--- src/rtl/l2_req_arbiter.sv ---
// l2_req_arbiter
//   Shares the single L2 pipe request channel between icache, dcache and the
//   prefetcher. The winner is tagged with its source and held in a one-entry
//   output register toward the L2 pipe. Returning snacks are steered back to
//   the originating L1 by the same tag; prefetch/invalid snacks are dropped
//   and counted.
//
// Ports
//   clk, reset                  clock (rising edge), async active-low reset
//   ic_req_*, dc_req_*          L1 request channels (valid/retry, dcid, data)
//   pf_req_*                    prefetch request channel (valid/retry, data)
//   l1tol2_req_*                tagged request toward the L2 pipe
//   l2tol1_snack_*              snack handshake from the L2 pipe
//   ic_snack_*, dc_snack_*      snack handshake steered to each L1
//   snack_drop_cnt              saturating count of discarded snacks
module l2_req_arbiter #(
    parameter int IDW       = 5,
    parameter int PW        = 100,
    parameter int PF_STARVE = 8
) (
    input  logic           clk,
    input  logic           reset,

    input  logic           ic_req_valid,
    output logic           ic_req_retry,
    input  logic [IDW-1:0] ic_req_dcid,
    input  logic [PW-1:0]  ic_req_data,

    input  logic           dc_req_valid,
    output logic           dc_req_retry,
    input  logic [IDW-1:0] dc_req_dcid,
    input  logic [PW-1:0]  dc_req_data,

    input  logic           pf_req_valid,
    output logic           pf_req_retry,
    input  logic [PW-1:0]  pf_req_data,

    output logic           l1tol2_req_valid,
    input  logic           l1tol2_req_retry,
    output logic [IDW+1:0] l1tol2_req_dcid,
    output logic [PW-1:0]  l1tol2_req_data,

    input  logic           l2tol1_snack_valid,
    output logic           l2tol1_snack_retry,
    input  logic [IDW+1:0] l2tol1_snack_dcid,

    output logic           ic_snack_valid,
    input  logic           ic_snack_retry,
    output logic           dc_snack_valid,
    input  logic           dc_snack_retry,

    output logic [15:0]    snack_drop_cnt
);

    localparam int SCW = $clog2(PF_STARVE + 1);

    logic           r_out_v;
    logic [IDW+1:0] r_out_dcid;
    logic [PW-1:0]  r_out_data;
    logic           r_rr;          // 0: ic wins an ic/dc tie, 1: dc wins
    logic [SCW-1:0] r_starve;
    logic [15:0]    r_drop_cnt;

    logic           w_can_load;
    logic           w_pf_urgent;
    logic           w_gnt_ic;
    logic           w_gnt_dc;
    logic           w_gnt_pf;
    logic           w_any_gnt;
    logic [IDW+1:0] w_nxt_dcid;
    logic [PW-1:0]  w_nxt_data;
    logic [1:0]     w_sel;
    logic           w_drop;

    assign w_can_load  = ~r_out_v | ~l1tol2_req_retry;
    assign w_pf_urgent = pf_req_valid & (r_starve == SCW'(PF_STARVE));

    // Grants are forced off while in reset so every requester sees retry=1.
    always_comb begin
        w_gnt_ic = 1'b0;
        w_gnt_dc = 1'b0;
        w_gnt_pf = 1'b0;
        if (reset && w_can_load) begin
            if (w_pf_urgent)                    w_gnt_pf = 1'b1;
            else if (ic_req_valid && dc_req_valid) begin
                if (r_rr) w_gnt_dc = 1'b1;
                else      w_gnt_ic = 1'b1;
            end
            else if (ic_req_valid)              w_gnt_ic = 1'b1;
            else if (dc_req_valid)              w_gnt_dc = 1'b1;
            else if (pf_req_valid)              w_gnt_pf = 1'b1;
        end
    end

    assign w_any_gnt = w_gnt_ic | w_gnt_dc | w_gnt_pf;

    always_comb begin
        w_nxt_dcid = {2'b10, {IDW{1'b0}}};
        w_nxt_data = pf_req_data;
        if (w_gnt_ic) begin
            w_nxt_dcid = {2'b00, ic_req_dcid};
            w_nxt_data = ic_req_data;
        end else if (w_gnt_dc) begin
            w_nxt_dcid = {2'b01, dc_req_dcid};
            w_nxt_data = dc_req_data;
        end
    end

    assign ic_req_retry = ~w_gnt_ic;
    assign dc_req_retry = ~w_gnt_dc;
    assign pf_req_retry = ~w_gnt_pf;

    assign l1tol2_req_valid = r_out_v;
    assign l1tol2_req_dcid  = r_out_dcid;
    assign l1tol2_req_data  = r_out_data;

    // Snack demux: the top two tag bits name the source.
    assign w_sel          = l2tol1_snack_dcid[IDW+1:IDW];
    assign ic_snack_valid = reset & l2tol1_snack_valid & (w_sel == 2'b00);
    assign dc_snack_valid = reset & l2tol1_snack_valid & (w_sel == 2'b01);
    assign l2tol1_snack_retry = ~reset
                              | ((w_sel == 2'b00) & ic_snack_retry)
                              | ((w_sel == 2'b01) & dc_snack_retry);
    assign w_drop         = l2tol1_snack_valid & w_sel[1];
    assign snack_drop_cnt = r_drop_cnt;

    always_ff @(posedge clk or negedge reset) begin
        if (!reset) begin
            r_out_v    <= 1'b0;
            r_out_dcid <= '0;
            r_out_data <= '0;
            r_rr       <= 1'b0;
            r_starve   <= '0;
            r_drop_cnt <= '0;
        end else begin
            if (w_can_load) begin
                r_out_v <= w_any_gnt;
                if (w_any_gnt) begin
                    r_out_dcid <= w_nxt_dcid;
                    r_out_data <= w_nxt_data;
                end
            end

            if (w_gnt_ic)      r_rr <= 1'b1;
            else if (w_gnt_dc) r_rr <= 1'b0;

            // Counts every cycle a prefetch waits, including L2 stall cycles.
            if (!pf_req_valid || w_gnt_pf)
                r_starve <= '0;
            else if (r_starve != SCW'(PF_STARVE))
                r_starve <= r_starve + SCW'(1);

            if (w_drop && (r_drop_cnt != 16'hFFFF))
                r_drop_cnt <= r_drop_cnt + 16'd1;
        end
    end

endmodule

--- config.mk ---
export PLATFORM = sky130hd
export DESIGN_NAME = l2_req_arbiter
export DESIGN_NICKNAME = d
export VERILOG_FILES = /design/src/rtl/l2_req_arbiter.sv
export SDC_FILE = /design/constraint.sdc
export NUM_CORES = 1
export LEC_CHECK = 0
export ABC_AREA = 0
export ABC_CLOCK_PERIOD_IN_PS = 2300
export CORE_AREA = 2 2 175 177
export CTS_CLUSTER_SIZE = 28
export DETAILED_ROUTE_END_ITERATION = 10
export DIE_AREA = 0 0 177 179
export PLACE_DENSITY_LB_ADDON = 0.3
export SLEW_MARGIN = 5
export SYNTH_ARGS = -nofsm -noshare
export SYNTH_HDL_FRONTEND = slang
export SYNTH_SLANG_ARGS = --single-unit
--- constraint.sdc ---
create_clock -name clk -period 2.3 [get_ports clk]
set_input_delay 0.46 -clock clk [delete_from_list [all_inputs] [get_ports clk]]
set_output_delay 0.46 -clock clk [all_outputs]
set_load 0.05 [all_outputs]
==> After elaboration in Yosys (flattened, before gate mapping) <==
Index checks and enable logic that the tools add are counted.
{ "totals": {"ff_bits": 129, "in_bits": 326} }
{ "classes": {"n_addsub": 2, "eq_ne": 4, "muxes": 25, "bitwise_logic": 18, "n_reduce_logical": 9} }
{ "op_table": {"columns": ["cell", "count"], "rows": [
  ["$mux W100", 2],
  ["$mux W1", 19],
  ["$add A16 B1 Y16 const B", 1],
  ["$ne A16 B16 Y1 const B", 1],
  ["$mux W7", 2],
  ["$mux W4", 2],
  ["$and A1 B1 Y1", 7],
  ["$not A1 Y1", 6],
  ["$or A1 B1 Y1", 5],
  ["$add A4 B1 Y4 const B", 1],
  ["$eq A4 B4 Y1 const B", 1],
  ["$ne A4 B4 Y1 const B", 1],
  ["$reduce_bool A2 Y1", 2],
  ["$logic_and A1 B1 Y1", 3],
  ["$eq A2 B1 Y1 const B", 1],
  ["$logic_not A2 Y1", 1],
  ["$reduce_and A2 Y1", 1],
  ["$logic_not A1 Y1", 1],
  ["$logic_or A1 B1 Y1", 1]
]} }

==> Longest topological paths before layout <==
Gate-level depths: netlist of the first run.
{ "depth": {"ltp_word": 8, "mapped_depth": 9} }

==> Worst setup path before layout of the first run <==
No wires, ideal clock.
{ "synth_path": {"path_kind": "flip-flop to output port", "start": "register r_starve[0]", "end": "output port ic_req_retry", "arrival_ns": 1.672, "slack_ns": 0.168, "stages_incl_launch_ff": 9, "n_path_buf": 2, "cell_sequence": "dfrtp_1 > inv_1 > ha_1 > and4b_1 > buf_2 > nor2_2 > and2_1 > clkbuf_1 > inv_1"} }
{ "synth_between": {"elab_chain_cells": 5} }
{ "synth_rtl": {"columns": ["item", "line_no", "rtl"], "rows": [
  ["from (decl)", "61", "logic [SCW-1:0] r_starve;"],
  ["from (signal assigned)", "151", "r_starve <= r_starve + SCW'(1);"],
  ["$eq A4 B4 Y1", "76", "assign w_pf_urgent = pf_req_valid & (r_starve == SCW'(PF_STARVE));"],
  ["$and A1 B1 Y1", "76", null],
  ["$mux W1", "84", "if (w_pf_urgent) w_gnt_pf = 1'b1;"],
  ["$mux W1", "83", "if (reset && w_can_load) begin"],
  ["$not A1 Y1", "109", "assign ic_req_retry = ~w_gnt_ic;"],
  ["to (decl)", "25", "output logic ic_req_retry,"]
]} }
Every way passes these cells.

==> Worst setup path after layout of the first run <==
{ "layout_path": {"start": "input port ic_req_valid", "end": "output port pf_req_retry"} }
{ "layout_between": {"elab_chain_cells": 5} }
{ "layout_rtl": {"columns": ["item", "line_no", "rtl"], "rows": [
  ["from (decl)", "24", "input logic ic_req_valid,"],
  ["$mux W1 or $logic_and A1 B1 Y1 (tied branches)", "89, 85", null],
  ["$mux W1 *", "85", "else if (ic_req_valid && dc_req_valid) begin"],
  ["$mux W1 *", "84", null],
  ["$mux W1 *", "83", null],
  ["$not A1 Y1 *", "111", "assign pf_req_retry = ~w_gnt_pf;"],
  ["to (decl)", "35", "output logic pf_req_retry,"]
]} }
Mark *: on every way between the ends. The rest lies on a longest branch, timed or not.

==> results.cfg, run 1 <==
[layout]
regArea_mm2 = 0.003228
layout_commonest_cell = clkdlybuf4s50_1
utilization = 0.4383
nFillCells = 2922
final_cell_mix = clkdlybuf4s50_1 (440), nand2_1 (214), dfrtp_1 (129), o2bb2ai_1 (100), o21ai_1 (100)
layout-drive-gt1-share = 0.1023
num_antenna_cells = 0
finalNetCount = 1587
multi_input_area_mm2 = 0.003775
syn_to_final_growth_pct = 78.03

[route]
vias_per_cell = 4.701
drtPass1Iterations = 5
postRouteAntennaNets = 0
avgRoutedWirePerCell_um = 18.01
drt_iter0_drc = 383
post-route-drc-count = 0
wl_um = 30030
vias = 7837

[worst_hold_path]
hp-class = primary input to asynchronous set/reset pin

[logic_synthesis]
synth_edf_count = 0
ys_ff_latch = 129
synth_compound_area_frac = 0.3256
synth-adder-area-share = 0.005077
synth_cells = 821
synth_nets = 1150
synthDistinctLibCells = 39
synth_ff_type = dfrtp_1
synth_xor_area_frac = 0.01658
yosysWarnings = 0
ys_seq_area_frac = 0.4366
synth_top_family_by_area = compound AO/OA/AOI/OAI gates
syn_area_mm2 = 0.007393
synth_area_per_cell_um2 = 9.005
synth_mux_area_frac = 0.005923
synthArstFlopShare = 1.000
synth_simple_gate_area_frac = 0.1520

[timing]
period_share = 0.9686
worst_pin_slew_ns = 0.8341
setup_ws_ns = 0.07216
fin_skew_ns = 0.01363
maxSlewViolCount = 0
setup_viol = 0
slew_headroom = 0.4439
fin_crit_ns = 2.228
hold_viol = 0
timing.fmax_ghz = 0.4489

[setup_path]
start_kind = primary input
r2r-start = r_starve[0]
r2r_cells = 7
worstPathRequired_ns = 1.84
crit_fanout = 4
cp-endpoint = pf_req_retry
critical_path_arrival_ns = 1.77
worstSetupStartpoint = ic_req_valid
path_class = primary input to primary output
setup.worst_path.end_class = primary output
r2r-end = l1tol2_req_data[28]
r2r_slack_ns = 0.30

[outcome]
outcome = finished, final reports clean

[grt]
grt_pass1_vias = 7806
track_usage = 0.1827
grt_max_degree = 63
antenna_found_initial = 0
overflow = 0
grt_pass1_wl_um = 44120

[clock_tree]
cts_buffer_depth = 2
cts_made_buffers = 17
htreeDepth = 4
clockRootBuffer = clkbuf_16
hold_buffers = 0
clock_sinks = 129
clk_pin_slew_ns = 0.06
cts_tree = built
clock_latency_ns = 0.42

[floorplan]
fp.coreArea_mm2 = 0.03003
ios = 456
die_height_um = 179
dieArea_mm2 = 0.03168
rows = 64
start_util = 0.2462
fp.dieW_um = 177

[place]
dp_slack_ns = -0.01174
gp_congestion = 0.8098
io_buffers = 450
dp_hpwl_um = 23130

[power]
vdd_drop_max_mv = 0.4656
power_density_mw_per_mm2 = 767.7
p_leak_nw = 5.275

[flow_run]
maxCapViolCount = 0
## report_power, final
part	internal [mW]	leakage, nW	total [mW]	switching [mW]
combinational	1.77	3.38	4.45	2.68
clock	1.62	0.271	2.70	1.07
sequential	2.68	1.63	2.96	0.279
## per-stage QoR
step	hold WS (ns)	cell area (um2)	std cells	power, mW	TNS, ns
floorplan	0.1644	7393	821	5.496	0
global placement	0.4616	12540	1631	7.444	0
detailed placement	0.4701	12540	1631	7.478	-0.03294
CTS	0.1430	13150	1666	10.25	0
global route	0.1673	13160	1667	10.63	-0.002038
finish	0.1490	13160	1667	10.11	0
## synthesized netlist by cell type, types with 6 or more instances
cell type	count	area (um2)
a22oi_1	70	525.5
a22oi_2	30	375.4
and3_1	11	68.82
buf_2	8	40.04
buf_6	11	123.9
clkbuf_1	57	214.0
dfrtp_1	129	3228
inv_1	6	22.52
nand2_1	214	803.3
nand3_1	9	45.04
nor2_1	6	22.52
o21ai_1	100	500.5
o2bb2ai_1	100	875.8
xnor2_1	8	70.07
xor2_1	6	52.55
## what timing repair did
item,CTS,global route
gates resized for setup,3,1
endpoints found under the setup margin,3,3
buffers inserted,3,1
pin swaps,1,1
## sequential cells by signal (all words and copies together), names as in the netlist
| name | cells |
|---|---|
| r_rr | 1 |
| l1tol2_req_valid | 1 |
| l1tol2_req_data | 100 |
| snack_drop_cnt | 16 |
| r_starve | 4 |
| l1tol2_req_dcid | 7 |
## cell families after synthesis
logic type               Yosys count
buffers and inverters             87
multiplexers                       4
AO/OA/AOI/OAI                    317
XOR/XNOR                          14
flip-flops                       129
adder cells (fa/ha/maj)            3
AND/OR/NAND/NOR                  267
## per-layer routing
layer / vias up / routed length [um] / GRT usage
li1: 3877 / - / -
met3: 19 / 2602 / 0.06383
met2: 283 / 15540 / 0.3367
met1: 3658 / 11510 / 0.1992
met5: - / 0 / 0
met4: 0 / 374 / 0.04477
## cell type report
class / count / share of cell area
repair buffers: 499 / 0.3844
multi-input cells: 605 / 0.2868
inverters: 6 / 0.001711
clock buffers: 19 / 0.03365
flip-flops and latches: 129 / 0.2452
clock inverters: 13 / 0.01055
well taps: 396 / 0.03764
## critical path, stage by stage
cell and delay (ns):
clkdlybuf4s50_1 0.48, nor2_1 0.30, a21oi_1 0.11, nor2_1 0.16
inv_1 0.06, buf_4 0.19
## how the worst min path moves through the flow
stage	from	to	slack, ns
2_1_floorplan	reset	l1tol2_req_data[0]	0.16
3_3_place_gp	l1tol2_req_dcid[5]	l1tol2_req_dcid[5]	0.46
3_5_place_dp	l1tol2_req_dcid[5]	l1tol2_req_dcid[5]	0.47
4_1_cts	reset	l1tol2_req_data[17]	0.14
5_1_grt	reset	l1tol2_req_data[12]	0.17
6_report	reset	l1tol2_req_data[17]	0.15
Power figures use the tool's default switching activity.
==> run 2: changes to the inputs <==
- RECOVER_POWER: unset -> 100
==> run 2 against run 1 <==
Net effect:
- highest routed layer unchanged
- worst setup slack gained 0.023 ns
- register-to-register slack hardly changed
- the flow now finishes with violations (capacitance limit, slew limit)
- via count shrank 0.20%
- combinational power hardly changed
- final cell count unchanged
- critical endpoint is now ic_req_retry
- critical path depth is 1 higher
- first-iteration DRC count is 9.1% higher
- utilization fell by 0.16 points
- non-clock buffer count is the same
==> results.cfg, run 2 (same netlist as run 1, synthesis figures left out) <==
[timing]
fin_skew_ns = 0.01423
period_share = 0.9587
hold_viol = 0
maxSlewViolCount = 62
setup_ws_ns = 0.09506
worst_pin_slew_ns = 1.622
rsz0062_at_grt = false
setup_viol = 0
slew_headroom = -0.08133
timing.fmax_ghz = 0.4535
fin_crit_ns = 2.205

[layout]
layout-drive-gt1-share = 0.09756
final_cell_mix = clkdlybuf4s50_1 (439), nand2_1 (214), dfrtp_1 (129), o2bb2ai_1 (100), o21ai_1 (100)
finalNetCount = 1587
largest_reg_flops = 100
utilization = 0.4367
layout_commonest_cell = clkdlybuf4s50_1
nFillCells = 2930
regArea_mm2 = 0.003228
num_antenna_cells = 0
fin_area_mm2 = 0.01311
fin_cells = 1667
multi_input_area_mm2 = 0.003767
syn_to_final_growth_pct = 77.37

[floorplan]
start_util = 0.2462
fp.coreArea_mm2 = 0.03003
rows = 64
ios = 456
die_height_um = 179
dieArea_mm2 = 0.03168
fp.dieW_um = 177

[place]
placed_area_mm2 = 0.01254
dp_hpwl_um = 23130
io_buffers = 450
gp_congestion = 0.8098
dp_slack_ns = -0.01174
place_inst = 1631

[route]
postRouteAntennaNets = 0
drt_iter0_drc = 418
vias_per_cell = 4.692
vias = 7821
wl_um = 29960
avgRoutedWirePerCell_um = 17.97
post-route-drc-count = 0
drtPass1Iterations = 4

[clock_tree]
cts_buffer_depth = 2
clockRootBuffer = clkbuf_16
cts_tree = built
cts_made_buffers = 17
clock_sinks = 129
htreeDepth = 4
clk_pin_slew_ns = 0.07
clock_latency_ns = 0.42

[grt]
antenna_found_initial = 0
overflow = 0
grt_pass1_vias = 7806
grt_max_degree = 63
grt_pass1_wl_um = 44120
track_usage = 0.1827

[setup_path]
r2r_cells = 7
setup.worst_path.end_class = primary output
path_class = flip-flop to primary output
worstPathRequired_ns = 1.84
r2r_slack_ns = 0.31
crit_fanout = 4
critical_path_arrival_ns = 1.74
start_kind = flip-flop

[power]
power_mw = 10.09
power_density_mw_per_mm2 = 769.1
p_leak_nw = 5.247
vdd_drop_max_mv = 0.4655

[worst_hold_path]
hp-class = primary input to asynchronous set/reset pin

[outcome]
violations = capacitance limit, slew limit
outcome = finished, violations left

[flow_run]
maxCapViolCount = 1
run 2: metrics by stage:
| stage | hold slack, ns | setup TNS (ns) |
|---|---|---|
| after floorplan | 0.1644 | 0 |
| after global placement | 0.4616 | 0 |
| after detailed placement | 0.4701 | -0.03294 |
| after CTS | 0.1430 | 0 |
| after global routing | 0.1666 | 0 |
| final | 0.1528 | 0 |
run 2: where the power goes:
part | internal [mW] | switching, mW | total [mW]
Combinational | 1.75 | 2.68 | 4.43
Clock | 1.62 | 1.07 | 2.70
Sequential | 2.68 | 0.278 | 2.96
run 2: final timing paths:
path                               startpoint                   to
max                               r_starve[0]         ic_req_retry
min                                     reset  l1tol2_req_data[17]
max reg2reg                       r_starve[0]  l1tol2_req_data[28]
min reg2reg                l1tol2_req_dcid[5]   l1tol2_req_dcid[5]
max in group asynchronous               reset    snack_drop_cnt[3]
min in group clk           l1tol2_req_dcid[5]   l1tol2_req_dcid[5]
run 2: critical path, stage by stage, from the launching register on:
cell and delay (ns):
dfrtp_1 0.35, inv_1 0.04, ha_1 0.18, and4b_2 0.26, nor2_4 0.13, and2_4 0.16, inv_1 0.04, buf_6 0.15
run 2: final cells by class:
cell class / instances / area share
well taps: 396 / 0.03778
repair buffers: 499 / 0.3827
multi-input cells: 605 / 0.2873
inverters: 6 / 0.001717
clock inverters: 13 / 0.01059
flip-flops and latches: 129 / 0.2462
clock buffers: 19 / 0.03378
run 2: routing by layer:
layer  GRT usage  routed length (um)  up-vias
li1            -                   -     3874
met1      0.1992               11420     3651
met2      0.3367               15560      279
met3     0.06383                2643       17
met4     0.04477                 340        0
met5           0                   0        -
run 2: timing repair:
action / CTS / global route
setup buffers: 3 / 1
endpoints found under the setup margin: 3 / 3
hold buffers: 0 / 0
pin swaps: 1 / 1
gates resized for setup: 3 / 1
